**config.mk**
```make
export PLATFORM = sky130hd
export DESIGN_NAME = ctrl_quant_seq
export DESIGN_NICKNAME = d
export VERILOG_FILES = /design/src/rtl/ctrl_quant_pkg.sv /design/src/rtl/ctrl_quant_lane.sv /design/src/rtl/ctrl_quant_seq.sv
export SDC_FILE = /design/constraint.sdc
export NUM_CORES = 1
export LEC_CHECK = 0
export CAP_MARGIN = 0
export CORE_ASPECT_RATIO = 1.1
export CORE_MARGIN = 4
export CORE_UTILIZATION = 55
export DETAILED_ROUTE_END_ITERATION = 6
export PLACE_DENSITY = 0.89
export SLEW_MARGIN = 20
export SYNTH_ARGS = -nofsm -noshare
export SYNTH_HDL_FRONTEND = slang
export SYNTH_SLANG_ARGS = --single-unit
```
**constraint.sdc**
```tcl
create_clock -name clk -period 11.3 [get_ports clk]
set_input_delay 2.26 -clock clk [delete_from_list [all_inputs] [get_ports clk]]
set_output_delay 2.26 -clock clk [all_outputs]
set_load 0.03 [all_outputs]
```
**src/rtl/ctrl_quant_pkg.sv**
```systemverilog
// Shared types and helpers for the quantization shift/round sequencer.
package ctrl_quant_pkg;

  typedef enum logic [1:0] {
    ST_IDLE  = 2'd0,
    ST_SHIFT = 2'd1,
    ST_ROUND = 2'd2,
    ST_DONE  = 2'd3
  } state_t;

  // Shift-count width for a given activation/weight precision pair.
  function automatic int calc_cw(input int pa, input int pw);
    return $clog2(pa * pw);
  endfunction

endpackage

```
**src/rtl/ctrl_quant_lane.sv**
```systemverilog
// One AC3 channel: registered shift/round enables driven from the shared counter.
module ctrl_quant_lane #(
  parameter int CW = 5
) (
  input  logic          clk,
  input  logic          rst_n,
  input  logic          i_shift,
  input  logic          i_round,
  input  logic [CW-1:0] i_cnt,
  input  logic [CW-1:0] i_max,
  output logic          o_s_en,
  output logic          o_rnd_en
);

  logic r_s_en;
  logic r_rnd_en;

  // Inputs are next-cycle state and count, so the flops line up with the FSM.
  always_ff @(posedge clk or negedge rst_n) begin
    if (!rst_n) begin
      r_s_en   <= 1'b0;
      r_rnd_en <= 1'b0;
    end else begin
      r_s_en   <= i_shift && (i_cnt < i_max);
      r_rnd_en <= i_round && (i_max != '0);
    end
  end

  assign o_s_en   = r_s_en;
  assign o_rnd_en = r_rnd_en;

endmodule

```
**src/rtl/ctrl_quant_seq.sv**
```systemverilog
// Sequences per-channel AC3 shift and rounding enables after a computation-done pulse.
module ctrl_quant_seq
  import ctrl_quant_pkg::*;
#(
  parameter  int Pa   = 8,
  parameter  int Pw   = 4,
  parameter  int N_CH = 4,
  localparam int CW   = calc_cw(Pa, Pw)
) (
  input  logic             clk,
  input  logic             rst_n,
  input  logic             cnt_load,
  input  logic [N_CH*CW-1:0] max_val,
  input  logic             round_mode,
  input  logic             cnt_start,
  input  logic             cnt_clear,
  output logic [N_CH-1:0]  s_en_ac3,
  output logic [N_CH-1:0]  rnd_en_ac3,
  output logic             done_quant,
  output logic             busy
);

  state_t              r_state;
  state_t              w_state_nxt;
  logic [CW-1:0]       r_cnt;
  logic [CW-1:0]       w_cnt_nxt;
  logic [CW-1:0]       w_cnt_inc;
  logic [N_CH*CW-1:0]  r_max;
  logic                r_mode;
  logic [CW-1:0]       w_max_all;
  logic                w_load_ok;
  logic                r_done;
  logic                r_busy;

  always_comb begin
    w_max_all = '0;
    for (int c = 0; c < N_CH; c++) begin
      if (r_max[c*CW +: CW] > w_max_all) w_max_all = r_max[c*CW +: CW];
    end
  end

  // Shadow registers are frozen while a sequence runs; clear outranks load.
  assign w_load_ok = cnt_load && !cnt_clear &&
                     ((r_state == ST_IDLE) || (r_state == ST_DONE));

  // NOTE: sequential state uses non-blocking assignments so every flop samples pre-edge values.
  always_ff @(posedge clk or negedge rst_n) begin
    if (!rst_n) begin
      r_max  <= '0;
      r_mode <= 1'b0;
    end else if (w_load_ok) begin
      r_max  <= max_val;
      r_mode <= round_mode;
    end
  end

  assign w_cnt_inc = r_cnt + CW'(1);

  // NOTE: every always_comb output gets a default first so no latch is inferred.
  always_comb begin
    w_state_nxt = r_state;
    w_cnt_nxt   = '0;
    if (cnt_clear) begin
      w_state_nxt = ST_IDLE;
    end else begin
      unique case (r_state)
        ST_IDLE: begin
          if (cnt_start && !cnt_load) begin
            if (w_max_all != '0) w_state_nxt = ST_SHIFT;
            else if (r_mode)     w_state_nxt = ST_ROUND;
            else                 w_state_nxt = ST_DONE;
          end
        end
        ST_SHIFT: begin
          if (w_cnt_inc == w_max_all) w_state_nxt = r_mode ? ST_ROUND : ST_DONE;
          else                        w_cnt_nxt   = w_cnt_inc;
        end
        ST_ROUND: w_state_nxt = ST_DONE;
        ST_DONE:  w_state_nxt = ST_DONE;
        default:  w_state_nxt = ST_IDLE;
      endcase
    end
  end

  always_ff @(posedge clk or negedge rst_n) begin
    if (!rst_n) begin
      r_state <= ST_IDLE;
      r_cnt   <= '0;
      r_done  <= 1'b0;
      r_busy  <= 1'b0;
    end else begin
      r_state <= w_state_nxt;
      r_cnt   <= w_cnt_nxt;
      r_done  <= (w_state_nxt == ST_DONE);
      r_busy  <= (w_state_nxt == ST_SHIFT) || (w_state_nxt == ST_ROUND);
    end
  end

  for (genvar c = 0; c < N_CH; c++) begin : g_lane
    ctrl_quant_lane #(
      .CW (CW)
    ) u_lane (
      .clk      (clk),
      .rst_n    (rst_n),
      .i_shift  (w_state_nxt == ST_SHIFT),
      .i_round  (w_state_nxt == ST_ROUND),
      .i_cnt    (w_cnt_nxt),
      .i_max    (r_max[c*CW +: CW]),
      .o_s_en   (s_en_ac3[c]),
      .o_rnd_en (rnd_en_ac3[c])
    );
  end

  assign done_quant = r_done;
  assign busy       = r_busy;

endmodule

```
==> reports/metrics.cfg <==
[synthesis]
synth-edff-count = 0
syn_area_um2 = 2730
synth.most_common_cell = ha_1
yosysTopAreaCell = dfrtp_1
synth_seq_cells = 38
syn_avg_cell_area_um2 = 9.00
synth_fp_nets = 368
ys_warn_count = 0
yosys-top-cells-area = dfrtp_1 35%, ha_1 18%, o21ai_0 5.5%
synthArstFlopShare = 1.00
synth_commonest_cells = 39 x ha_1, 38 x dfrtp_1, 30 x o21ai_0, 28 x nand2_1, 27 x inv_1
syn_inst = 303
synth_cell_types = 45
synth_flop_cell = dfrtp_1
yosysSeqAreaShare = 0.349
yosys.area.top_type_share = 0.349

[setup_path]
critPathKind = flop to flop
crit_path_frequent_cell = ha_1
worstSetupEndpointType = flop
worstSetupStartpoint = r_max[4]
cp-start-kind = flop
cp_slowest_cell = a2111oi_0
reg2reg_slack_ns = 4.30
crit_fanout = 7
reg2reg_to = g_lane[3].u_lane.o_s_en
required_ns = 11.50
r2r_cells = 28
r2r-start = r_max[4]
cpPeakStageDelay_ns = 0.56
arrival_ns = 7.20

[detailed_routing]
drtPass1Iterations = 4
wl_per_cell_um = 16.4
viasPerCell = 5.86
ant_nets = 0
drt_iter0_drc = 212
routed_wl_mm = 6.35
drc = 0
vias = 2272

[clocking]
cts-resized-gates = 0
postCtsSetupRepairBufs = 0
cts_tree = yes
h-tree-depth = 2
clock-sinks = 38
cts_buffers = 5
clk_pin_slew_ns = 0.07
hold_buffers = 0
cts.path.max_buffers = 2
clockRootBuffer = clkbuf_8
clock_latency_ns = 0.29

[min_path]
worstHoldPathCells = 1
min_to = r_mode
hold_class = flop to flop
min_from = r_mode

[timing]
whs_ns = 0.556
tightest_slew_ns = 0.840
finalSetupViolCount = 0
relSlewSlack = 0.440
fin_skew_ns = 0.00782
drv_slew = 0
setup_tns_ns = 0
fin_crit_sh = 0.619
rsz0062_at_grt = false
hold_violations = 0
period_minus_slack_ns = 7.00
fmax_mhz = 143

[global_routing]
overflow = 0
grt_antenna_before_repair = 0
grt_pass1_vias = 2331
met3_usage = 0.0465
met2_usage = 0.382
grt_usage = 0.232
grt_max_degree = 40
grt_pass1_wl_mm = 10.8
grt_use_met1 = 0.292
top_usage_layer = met2

[final_layout]
nFillCells = 366
num_antenna_cells = 0
register_area_um2 = 951
drive_gt1_frac = 0.0602
area_delta_synth_final_pct = 15.8
finalNetCount = 398
multi_input_area_um2 = 1600

[floorplan]
fp-row-count = 26
die_area_um2 = 6150
ios = 36
die_width_um = 75.1
start_util = 0.578
die_h_um = 81.8
core_area_um2 = 4720

[run_status]
outcome = completed

[place]
portBuffers = 35
gp_congestion = 0.928
dp_hpwl_mm = 5.01

[job]
maxCapViolCount = 0

-- cells by family (layout without fill, tap and decap cells) --
kind of cell,after synthesis,count (layout),synth area share
simple gates,97,97,0.178
fa+ha+maj,39,39,0.179
xor+xnor,8,8,0.0257
mux,5,5,0.0193
buf+inv,40,69,0.0661
flops,38,38,0.349
compound gates,76,76,0.183
-- area by class of cell --
class                   count  area share
clock buffers               6      0.0261
inverters                  27      0.0321
multi-input cells         225       0.507
flip-flops and latches     38       0.301
well taps                  56      0.0222
repair buffers             36       0.112
-- stage by stage --
step | setup slack [ns] | cells | area, um^2 | utilization
6_report | 4.30 | 388 | 3160 | 0.669
5_1_grt | 3.54 | 388 | 3160 | 0.669
4_1_cts | 4.37 | 388 | 3160 | 0.669
3_5_place_dp | 4.41 | 382 | 3080 | 0.652
3_3_place_gp | 4.61 | 382 | 3080 | 0.652
2_1_floorplan | 5.23 | 303 | 2730 | -
-- worst max path at each step --
stage / end / slack (ns) / depth (start not counted)
after floorplan: g_lane[3].u_lane.o_s_en / 5.23 / 28
after global placement: g_lane[3].u_lane.o_s_en / 4.61 / 29
after detailed placement: g_lane[3].u_lane.o_s_en / 4.41 / 28
after CTS: g_lane[3].u_lane.o_s_en / 4.37 / 28
after global routing: g_lane[3].u_lane.o_s_en / 3.54 / 28
final: g_lane[3].u_lane.o_s_en / 4.30 / 28
-- cells in the final DEF, fill, tap and decap left out, types with 4 or more instances in the layout --
| master | Yosys | final |
|---|---|---|
| nand2_1 | 28 | 28 |
| nor3_1 | 7 | 7 |
| xor2_1 | 5 | 5 |
| inv_1 | 27 | 27 |
| a21oi_1 | 11 | 11 |
| nand3_1 | 12 | 12 |
| nor2_1 | 18 | 18 |
| dfrtp_1 | 38 | 38 |
| nor4_1 | 4 | 4 |
| a21o_1 | 6 | 6 |
| clkdlybuf4s50_1 | 0 | 34 |
| nor2b_1 | 8 | 8 |
| clkbuf_8 | 0 | 6 |
| and3_1 | 5 | 5 |
| a21boi_0 | 4 | 4 |
| o21ai_0 | 30 | 30 |
| ha_1 | 39 | 39 |
-- registers in the layout, indices dropped and copies added (netlist names) --
signal                  count
r_max                      20
r_cnt                       5
g_lane.u_lane.o_rnd_en      4
g_lane.u_lane.o_s_en        4
r_state                     2
busy                        1
done_quant                  1
r_mode                      1
-- per-layer routing --
| layer | vias to the layer above | wire (um) |
|---|---|---|
| met5 | - | 0 |
| met4 | 0 | 149 |
| met3 | 14 | 295 |
| met2 | 49 | 3150 |
| met1 | 1082 | 2760 |
| li1 | 1127 | - |
-- worst max-delay path, delay by kind of cell, from the launching register on --
kind | cells | cell delay [ns]
simple gates | 9 | 1.99
mux | 1 | 0.44
flops | 1 | 0.38
compound gates | 12 | 2.60
fa+ha+maj | 4 | 1.17
buf+inv | 1 | 0.14
xor+xnor | 1 | 0.17
Power is not shown: default switching activity piles up to over one toggle a cycle in this logic, so the estimate is an artifact.
